[src/rtl/medidor_frecuencia.sv]
// -----------------------------------------------------------------------------
// medidor_frecuencia
//
// Frequency meter. Counts rising edges of an asynchronous square wave over a
// fixed gate window of GATE_CYCLES clk cycles and reports the count as an
// 8-bit frequency number (saturated at 255). With the default 1 ms window on
// a 100 MHz clock the result reads directly in kHz, which is the same encoding
// the clock divider consumes.
//
// Parameters:
//   GATE_CYCLES  gate window length in clk cycles (>= 4)
//   GW           gate counter width, 2**GW > GATE_CYCLES
//
// Ports:
//   clk         system clock
//   reset       synchronous, active-high reset
//   en          continuous-measure enable (level)
//   sig_in      signal to measure, asynchronous to clk
//   frecnum     last measured edge count, saturated at 255
//   frec_valid  one-cycle strobe when frecnum/overflow update
//   overflow    last window counted more than 255 edges
//   busy        high while a gate window is open
// -----------------------------------------------------------------------------
module medidor_frecuencia #(
  parameter int GATE_CYCLES = 100000,
  parameter int GW          = 17
) (
  input  logic       clk,
  input  logic       reset,
  input  logic       en,
  input  logic       sig_in,
  output logic [7:0] frecnum,
  output logic       frec_valid,
  output logic       overflow,
  output logic       busy
);

  typedef enum logic [1:0] {
    IDLE,
    GATE,
    UPDATE
  } state_t;

  state_t state, next_state;

  logic          s1, s2, s3;
  logic          e;
  logic [GW-1:0] gate_cnt;
  logic [15:0]   edge_cnt;
  logic          last_gate;
  logic [7:0]    sat_num;
  logic          sat_ovf;
  logic [7:0]    frecnum_q;
  logic          overflow_q;

  // Two-flop synchronizer for the asynchronous input followed by one more
  // delay stage, so a rising edge shows up as a single-cycle pulse on e.
  always_ff @(posedge clk) begin
    if (reset) begin
      s1 <= 1'b0;
      s2 <= 1'b0;
      s3 <= 1'b0;
    end else begin
      s1 <= sig_in;
      s2 <= s1;
      s3 <= s2;
    end
  end

  assign e         = s2 & ~s3;
  assign last_gate = (gate_cnt == GW'(GATE_CYCLES - 1));

  // State register.
  always_ff @(posedge clk) begin
    if (reset) begin
      state <= IDLE;
    end else begin
      state <= next_state;
    end
  end

  // Next-state logic. Dropping en inside a window abandons it without an
  // update; UPDATE chains straight into a new window while en stays high.
  always_comb begin
    next_state = state;
    case (state)
      IDLE:    next_state = en ? GATE : IDLE;
      GATE: begin
        if (!en) begin
          next_state = IDLE;
        end else if (last_gate) begin
          next_state = UPDATE;
        end else begin
          next_state = GATE;
        end
      end
      UPDATE:  next_state = en ? GATE : IDLE;
      default: next_state = IDLE;
    endcase
  end

  // Gate and edge counters. Both are cleared whenever a new window is about
  // to open; the edge counter sticks at 0xFFFF instead of wrapping so a very
  // fast input can never alias to a small count.
  always_ff @(posedge clk) begin
    if (reset) begin
      gate_cnt <= '0;
      edge_cnt <= '0;
    end else begin
      case (state)
        IDLE, UPDATE: begin
          if (en) begin
            gate_cnt <= '0;
            edge_cnt <= '0;
          end
        end
        GATE: begin
          gate_cnt <= gate_cnt + GW'(1);
          if (e && (edge_cnt != 16'hFFFF)) begin
            edge_cnt <= edge_cnt + 16'd1;
          end
        end
        default: begin
          gate_cnt <= '0;
          edge_cnt <= '0;
        end
      endcase
    end
  end

  // Saturated view of the finished window's edge count.
  always_comb begin
    sat_ovf = (edge_cnt > 16'd255);
    sat_num = sat_ovf ? 8'hFF : edge_cnt[7:0];
  end

  // Result registers, loaded at the end of the UPDATE cycle and held until
  // the next completed window.
  always_ff @(posedge clk) begin
    if (reset) begin
      frecnum_q  <= 8'd0;
      overflow_q <= 1'b0;
    end else if (state == UPDATE) begin
      frecnum_q  <= sat_num;
      overflow_q <= sat_ovf;
    end
  end

  // Output logic. During the UPDATE cycle the new result is forwarded so
  // that a consumer capturing on frec_valid sees the fresh value rather than
  // the previous window's.
  always_comb begin
    busy       = (state == GATE);
    frec_valid = (state == UPDATE);
    frecnum    = frec_valid ? sat_num : frecnum_q;
    overflow   = frec_valid ? sat_ovf : overflow_q;
  end

endmodule
[config.mk]
export PLATFORM = sky130hd
export DESIGN_NAME = medidor_frecuencia
export DESIGN_NICKNAME = d
export VERILOG_FILES = /design/src/rtl/medidor_frecuencia.sv
export SDC_FILE = /design/constraint.sdc
export NUM_CORES = 1
export LEC_CHECK = 0
export CAP_MARGIN = 0
export CORE_MARGIN = 5
export CORE_UTILIZATION = 52
export CTS_BUF_LIST = sky130_fd_sc_hd__clkbuf_4
export CTS_CLUSTER_SIZE = 28
export DETAILED_ROUTE_END_ITERATION = 10
export HOLD_SLACK_MARGIN = 0.06
export PLACE_DENSITY = 0.81
export SKIP_CTS_REPAIR_TIMING = 1
export SLEW_MARGIN = 40
export SYNTH_ARGS = -nofsm -noshare
export SYNTH_HDL_FRONTEND = slang
export SYNTH_SLANG_ARGS = --single-unit
export TNS_END_PERCENT = 30
[constraint.sdc]
create_clock -name clk -period 1.78 [get_ports clk]
set_input_delay 0.356 -clock clk [delete_from_list [all_inputs] [get_ports clk]]
set_output_delay 0.356 -clock clk [all_outputs]
set_load 0.01 [all_outputs]
# After elaboration in Yosys (flattened, before gate mapping)

Cells that the tools add are included.

Flip-flop bits (word level): 47
Input port bits: 4
Output and inout port bits: 11
Logic and storage cells: 35

Add/subtract/negate cells: 2
$lt $le $gt $ge: 1
Equality and inequality tests: 6
Muxes and demuxes: 12
Bitwise gates (word level): 2
Reduce and logical (&&, ||, !) cells: 4

Operators by type and width:

| operator                                                                          | number |
|---|---|
| 17-bit one-hot mux with 2 select lines                                            | 1 |
| 16-bit two-way mux                                                                | 2 |
| 16-bit one-hot mux with 2 select lines                                            | 1 |
| 17-bit by 1-bit adder with 17-bit output (second input constant)                  | 1 |
| 17-bit equality test (second input constant)                                      | 1 |
| 17-bit two-way mux                                                                | 1 |
| 16-bit by 1-bit adder with 16-bit output (second input constant)                  | 1 |
| 16-bit by 8-bit greater-than comparator with 1-bit output (second input constant) | 1 |
| 8-bit two-way mux                                                                 | 2 |
| 16-bit != test (second input constant)                                            | 1 |
| 2-bit two-way mux                                                                 | 2 |
| 2-bit by 1-bit != test with 1-bit output (second input constant)                  | 2 |
| 2-bit one-hot mux with 2 select lines                                             | 1 |
| 2-bit by 1-bit equality test with 1-bit output (second input constant)            | 1 |
| 2-bit equality test (second input constant)                                       | 1 |
| 2-bit zero test                                                                   | 1 |
| 1-bit two-way mux                                                                 | 2 |
| 2-bit AND reduction                                                               | 1 |
| 2-bit OR reduction                                                                | 1 |
| 1-bit AND                                                                         | 1 |
| 1-bit logical AND                                                                 | 1 |
| 1-bit NOT                                                                         | 1 |

# Longest topological paths before layout

Gate-level depths: netlist of run 1.

Depth after elaboration: 5
Mapped depth: 7
Gate-level depth less buffers: 6

# Least setup slack after synthesis of run 1

Ideal clock, no wire load.

Path type: flip-flop to flip-flop
From: reg edge_cnt[0]
To: reg edge_cnt[5]
Setup time: 117 ps
Data arrival time: 1733 ps
Data required time: 1663 ps
Slack: -70 ps
Stages on the path, launching flop included: 7
Path buffers: 0
Clock period less this slack: 1850 ps
Cell sequence: dfxtp_1 > ha_1 > nand3_4 > or4_4 > o21ai_4 > nor3_1 > o22a_1

Longest elaborated chain between the ends: 4
Elaborated cells between the ends (all ways): 7
Those cells by class: 1 x add/sub; 2 x eq/ne; 2 x mux; 2 x reduce/logical

RTL lines:

| what                                                                                             | line | RTL |
|---|---|---|
| from (decl)                                                                                      | 49   | `logic [15:0] edge_cnt;` |
| from (signal assigned)                                                                           | 120  | `edge_cnt <= edge_cnt + 16'd1;` |
| parallel branches: the longest is 4 deep, another holds 16-bit by 1-bit adder with 16-bit output | --   |  |

Several ways; the timed one is not identified. The select of a mux whose other input is x is not followed.
A chain may end at the register's enable or synchronous reset.

# Worst setup path after layout of run 1

From: reg edge_cnt[14]
To: out frecnum[4]

Longest elaborated chain between the ends: 3

RTL lines:

| what                                                      | line | RTL |
|---|---|---|
| 16-bit by 8-bit greater-than comparator with 1-bit output | 133  | `sat_ovf = (edge_cnt > 16'd255);` |
| 8-bit two-way mux                                         | 134  | `sat_num = sat_ovf ? 8'hFF : edge_cnt[7:0];` |
| 8-bit two-way mux                                         | --   |  |
| to (decl)                                                 | 32   | `output logic [7:0] frecnum,` |

Every way passes these cells.

==> summary.md, run 1 <==
| Metric | Value |
|---|---|
| Setup Skew | `0.00581 ns` |
| Async set-reset flop share out of synthesis | `0` |
| Sequential power share | `0.619` |
| Clock Latency Late Sink | `0.37 ns` |
| Initial Utilization | `0.535` |
| Metal3 WL | `291 um` |
| XOR/XNOR Fraction of Synth Area | `0` |
| Top FF cell, synth | `dfxtp_1` |
| Total track usage | `0.202` |
| Clock network fraction of total power | `0.301` |
| Post-Synthesis Cells | `274` |
| RSZ-0062 raised after global routing | `yes` |
| Metal2 WL | `2700 um` |
| Fin crit period | `1.98 ns` |
| Largest net degree at the start of global routing | `26` |
| Non-filler cells, final | `381` |
| Failing checks | `negative setup slack` |
| Logic pwr share | `0.080` |
| Drc violations | `0` |
| Hpwl dp | `4040 um` |
| Highest metal used | `met4` |
| Core area | `0.00432 mm2` |
| Total grt overflow | `0` |
| Synth warn | `0` |
| CP endpoint kind | `output port` |
| Diodes inserted | `0` |
| Final #Nets | `334` |
| Ports | `15` |
| Cell count after placement | `371` |
| Avg Synthesized Cell Area | `8.44 um2` |
| CP required | `1.42 ns` |
| Die Ht | `76.7 um` |
| Vias in the first global route | `2176` |
| Routed vias/inst | `6.03` |
| Layout cells sized above 1 | `0.298` |
| Peak supply drop | `0.606 mV` |
| Area of the multi-input gates | `0.00135 mm2` |
| Setup Viol. Count Final | `9` |
| Setup ws final | `-0.199 ns` |
| Worst r2r src | `edge_cnt[10]` |
| Metal1 wirelength | `2560 um` |
| Drt pass-1 iters | `5` |
| Post-layout util | `0.672` |
| Total design power | `1.71 mW` |
| Status | `finished with violations` |
| Antenna-violating nets left | `0` |
| Pwr Density | `590 mW/mm2` |
| Syn Std Cell Area | `0.00231 mm2` |
| Hold Crit Class | `flop to flop` |
| Iter 0 DRT Violations | `180` |
| Compound-Gate Fraction of Synth Area | `0.251` |
| DP Area | `0.00279 mm2` |
| Pint | `1.28 mW` |
| Clock tree from TritonCTS | `done` |
| Row count | `24` |
| Worst EP arrival | `1.62 ns` |
| Fmax | `505 MHz` |
| Worst-path fanout max | `9` |
| Mux share of post-synthesis cell area | `0` |
| Sw frac | `0.251` |
| Slew Limit Fails | `0` |
| Max_cap viols | `0` |
| Critical path type | `flop to output port` |
| Switching power | `0.430 mW` |
| Commonest non-fill, non-tap cells in the layout | `buf_4, dfxtp_1, nor2_1` |
| Synth Net Count | `280` |
| CTS Buf Count | `5` |
| Post-Synth Simple-Gate Area | `0.294` |
| Slew @ Worst Pin | `0.422 ns` |
| Netlist cell types | `59` |
| Design area | `0.00291 mm2` |
| Final hold vios | `0` |
| Chip Width | `76.7 um` |
| HP Start | `s1` |
| Tcrit/Tclk final | `1.11` |
| CTS H-Tree Depth | `2` |
| Setup TNS | `-1.57 ns` |
| Routed WL | `5690 um` |
| CTS Buffer Depth | `2` |
| Initial antenna violation count | `0` |
| Root Buffer | `clkbuf_4` |
| Post-synthesis adder-cell area fraction | `0.0108` |
| Slew headroom | `0.717` |
| Area grow syn2layout | `25.6%` |
| Filler cells | `378` |
| WL/cell | `14.9 um` |
| Startpoint types | `flop` |
| Register area share after synthesis | `0.407` |
| Vias | `2299` |
| Worst Setup SP | `edge_cnt[14]` |
| RD Place Congestion | `0.860` |
| Pleak | `1.07 nW` |
| Die area | `0.00588 mm2` |
| Clk sinks | `47` |
| Commonest non-fill, non-tap cell in the layout | `buf_4` |
| Yosys reg bits | `47` |
| Main combinational cell family by area after synthesis | `simple AND/OR/NAND/NOR gates` |
| Global-route wire length before repair | `9940 um` |
| Post-synth EDFFs | `0` |
| Register Area | `952 um2` |
| Clk slew on worst S/H paths | `0.14 ns` |
| IO buf count | `14` |
## power groups by stage
stage / Combinational [mW] / Clock [mW] / Sequential [mW]
2_1_floorplan: 0.0802 / 0 / 1.08
3_5_place_dp: 0.137 / 0 / 1.08
3_3_place_gp: 0.134 / 0 / 1.08
6_report: 0.138 / 0.515 / 1.06
5_1_grt: 0.151 / 0.574 / 1.06
4_1_cts: 0.137 / 0.535 / 1.06
## cell type report
type,instances,share of cell area
clock buffers,6,0.0155
flip-flops and latches,47,0.328
multi-input cells,209,0.464
inverters,4,0.00517
clock inverters,2,0.00431
repair buffers,61,0.161
well taps,52,0.0224
## logic make-up after synthesis
logic type,after synthesis
buf+inv,18
fa+ha+maj,2
flops,47
compound gates,85
simple gates,122
## worst paths after layout
kind | end | slack [ns] | cells after the start
max | frecnum[4] | -0.20 | 5
min reg2reg | s2 | 0.46 | 1
min | s2 | 0.46 | 1
max reg2reg | edge_cnt[11] | 0.01 | 6
## per-stage QoR
stage | setup slack, ns | hold slack [ns]
after floorplan | -0.0138 | 0.414
after global placement | -0.138 | 0.420
after detailed placement | -0.184 | 0.447
after CTS | -0.621 | 0.467
after global routing | -0.282 | 0.471
final | -0.199 | 0.464
## synth_stat cells (3+ instances only)
master / instances / area (um2)
dfxtp_1: 47 / 941
nor2_1: 24 / 90.1
o21ai_0: 24 / 120
nand2_1: 19 / 71.3
a21oi_1: 17 / 85.1
nand3_1: 16 / 80.1
nor2b_1: 14 / 87.6
a31oi_1: 9 / 56.3
nand4_1: 9 / 56.3
o22a_1: 8 / 70.1
clkbuf_1: 6 / 22.5
nand2b_1: 5 / 31.3
nor4_1: 5 / 31.3
a311oi_1: 4 / 35.0
and3_1: 4 / 25.0
nor3_1: 4 / 20.0
inv_1: 3 / 11.3
o31ai_1: 3 / 22.5
## state kept, by name, indices dropped and copies added, names as in the netlist
signal      flops
gate_cnt       17
state           2
s3              1
overflow_q      1
edge_cnt       16
s2              1
s1              1
frecnum_q       8
## critical path: stages (launching register included)
cell      delay (ns)
dfxtp_1         0.38
nor4_2          0.25
nand3_1         0.13
buf_6           0.16
o22a_2          0.20
clkbuf_2        0.13
## per-layer routing
layer	up-vias	GRT usage
met1	1086	0.271
met4	0	0.0962
met5	-	0
li1	1129	-
met2	70	0.310
met3	14	0.0386
(Power assumes the default switching activity.)
==> run 2, diff against run 1 <==
--- a/config.mk
+++ b/config.mk
@@ -18,4 +18,3 @@
 export SYNTH_ARGS = -nofsm -noshare
 export SYNTH_HDL_FRONTEND = slang
 export SYNTH_SLANG_ARGS = --single-unit
-export TNS_END_PERCENT = 30
==> run 2 against run 1 <==
The flow still finishes with violations (negative setup slack). Combinational power increased by 10%. Register-to-register slack got worse by 0.02 ns. Power about the same. Clock skew increased by 0.0017 ns. Maximum frequency increased by 1.4%. Global-route usage decreased by 0.65 points. Final cell count increased by 1.0%. Sequential cell count unchanged. Highest routed layer unchanged.
==> summary.md, run 2 (synthesized netlist as in run 1, its figures left out) <==
| Metric | Value |
|---|---|
| Status | `finished with violations (unchanged)` |
| Failing checks | `negative setup slack (unchanged)` |
| Initial antenna violation count | `0 (unchanged)` |
| RSZ-0062 raised after global routing | `yes (unchanged)` |
| Max_cap viols | `0 (unchanged)` |
| Slew @ Worst Pin | `0.462 ns (was 0.422 ns)` |
| Clk slew on worst S/H paths | `0.13 ns (was 0.14 ns)` |
| Layout cells sized above 1 | `0.303 (was 0.298)` |
| Pleak | `1.10 nW (was 1.07 nW)` |
| Commonest non-fill, non-tap cell in the layout | `buf_4 (unchanged)` |
| IO buf count | `14 (unchanged)` |
| Critical path type | `flop to output port (unchanged)` |
| Commonest non-fill, non-tap cells in the layout | `buf_4, dfxtp_1, nor2_1 (unchanged)` |
| Final #Nets | `338 (was 334)` |
| Hpwl dp | `4170 um (was 4040 um)` |
| Design area | `0.00296 mm2 (was 0.00291 mm2)` |
| Core area | `0.00432 mm2 (unchanged)` |
| Area grow syn2layout | `27.9% (was 25.6%)` |
| Die Ht | `76.7 um (unchanged)` |
| Fmax | `512 MHz (was 505 MHz)` |
| Clock tree from TritonCTS | `done (unchanged)` |
| Worst-path fanout max | `9 (unchanged)` |
| RD Place Congestion | `0.927 (was 0.860)` |
| Hold Crit Class | `flop to flop (unchanged)` |
| WL/cell | `15.6 um (was 14.9 um)` |
| Vias in the first global route | `2145 (was 2176)` |
| Routed vias/inst | `6.29 (was 6.03)` |
| Fin crit period | `1.95 ns (was 1.98 ns)` |
| DP Area | `0.00283 mm2 (was 0.00279 mm2)` |
| Clk sinks | `47 (unchanged)` |
| Crit-path slowest cell | `dfxtp_2 (was dfxtp_1)` |
| Setup Viol. Count Final | `10 (was 9)` |
| CP bufs+invs | `2 (unchanged)` |
| Slew Limit Fails | `0 (unchanged)` |
| CP endpoint kind | `output port (unchanged)` |
| Diodes inserted | `0 (unchanged)` |
| CTS Buf Count | `5 (unchanged)` |
| Clock Latency Late Sink | `0.36 ns (was 0.37 ns)` |
| Worst path max stage delay | `0.36 ns (was 0.38 ns)` |
| Startpoint types | `flop (unchanged)` |
| Drt pass-1 iters | `5 (unchanged)` |
| Post-layout util | `0.684 (was 0.672)` |
| Biggest regs | `gate_cnt: 17 flops, edge_cnt: 16 flops, frecnum_q: 8 flops (unchanged)` |
| Crit path max-delay family | `simple AND/OR/NAND/NOR gates (was flip-flops)` |
| Pwr Density | `579 mW/mm2 (was 590 mW/mm2)` |
| Final hold vios | `0 (unchanged)` |
| Worst EP arrival | `1.60 ns (was 1.62 ns)` |
| Root Buffer | `clkbuf_4 (unchanged)` |
| CP required | `1.42 ns (about the same)` |
| Ports | `15 (unchanged)` |
| CTS H-Tree Depth | `2 (unchanged)` |
| Global-route wire length before repair | `9740 um (was 9940 um)` |
| Vias | `2423 (was 2299)` |
| Max FFs per register | `17 (unchanged)` |
| Chip Width | `76.7 um (unchanged)` |
| CTS Buffer Depth | `2 (unchanged)` |
| Largest net degree at the start of global routing | `20 (was 26)` |
| Die area | `0.00588 mm2 (unchanged)` |
| Routed WL | `6010 um (was 5690 um)` |
| Setup ws final | `-0.172 ns (was -0.199 ns)` |
| Total design power | `1.71 mW (about the same)` |
| Peak supply drop | `0.539 mV (was 0.606 mV)` |
| Total grt overflow | `0 (unchanged)` |
| Top reg by flops | `gate_cnt (unchanged)` |
| Row count | `24 (unchanged)` |
| Drc violations | `0 (unchanged)` |
| Setup Skew | `0.00755 ns (was 0.00581 ns)` |
| Initial Utilization | `0.535 (unchanged)` |
| Critical-path cell list | `nor4_4, nand3_1, buf_6, o22a_1, clkbuf_2 (was nor4_2, nand3_1, buf_6, o22a_2, clkbuf_2)` |
| Antenna-violating nets left | `0 (unchanged)` |
| Slew headroom | `0.689 (was 0.717)` |
| Tcrit/Tclk final | `1.10 (was 1.11)` |
| Total track usage | `0.195 (was 0.202)` |
| Iter 0 DRT Violations | `222 (was 180)` |
==> run 2: report_power, final <==
| part | switching (mW) | internal [mW] | leakage (nW) | total [mW] |
|---|---|---|---|---|
| clock network | 0.332 | 0.168 | 0.0317 | 0.500 |
| logic | 0.0827 | 0.0692 | 0.682 | 0.152 |
| registers | 0.00348 | 1.06 | 0.384 | 1.06 |
==> run 2: cell type report <==
cell class | count | area (um2)
Clock inverter | 2 | 12.5
Clock buffer | 6 | 45.0
Timing Repair Buffer | 65 | 509
Sequential cell | 47 | 953
Tap cell | 52 | 65.1
Multi-Input combinational cell | 209 | 1360
Fill cell | 374 | 1370
Inverter | 4 | 15.0
==> run 2: worst reg2reg max path: stages (launching register included) <==
cell      delay, ns
dfxtp_2        0.39
buf_6          0.13
nand3_4        0.06
or4_4          0.58
o22ai_4        0.26
o21bai_1       0.17
a22o_1         0.14
==> run 2: final timing paths <==
check	from	to	slack, ns	depth (start not counted)
setup / recovery	edge_cnt[12]	frecnum[2]	-0.17	5
hold / removal	s1	s2	0.46	1
setup reg to reg	edge_cnt[9]	edge_cnt[11]	-0.01	6
hold reg to reg	s1	s2	0.46	1
==> run 2: metrics by stage <==
step | TNS [ns] | instances | hold slack (ns) | setup slack, ns
3_3_place_gp | -1.28 | 376 | 0.418 | -0.118
2_1_floorplan | 0 | 274 | 0.414 | 0.0638
3_5_place_dp | -1.62 | 376 | 0.425 | -0.157
6_report | -1.37 | 385 | 0.455 | -0.172
4_1_cts | -5.31 | 384 | 0.456 | -0.575
5_1_grt | -2.53 | 385 | 0.484 | -0.275
==> run 2: per-layer routing <==
layer | global-route usage | wire (um) | part of all wire | up-vias
met3 | 0.0281 | 375 | 0.062 | 11
met1 | 0.258 | 2610 | 0.43 | 1174
met5 | 0 | 0 | 0 | -
li1 | - | - | - | 1146
met4 | 0.0717 | 99 | 0.016 | 0
met2 | 0.322 | 2930 | 0.49 | 92
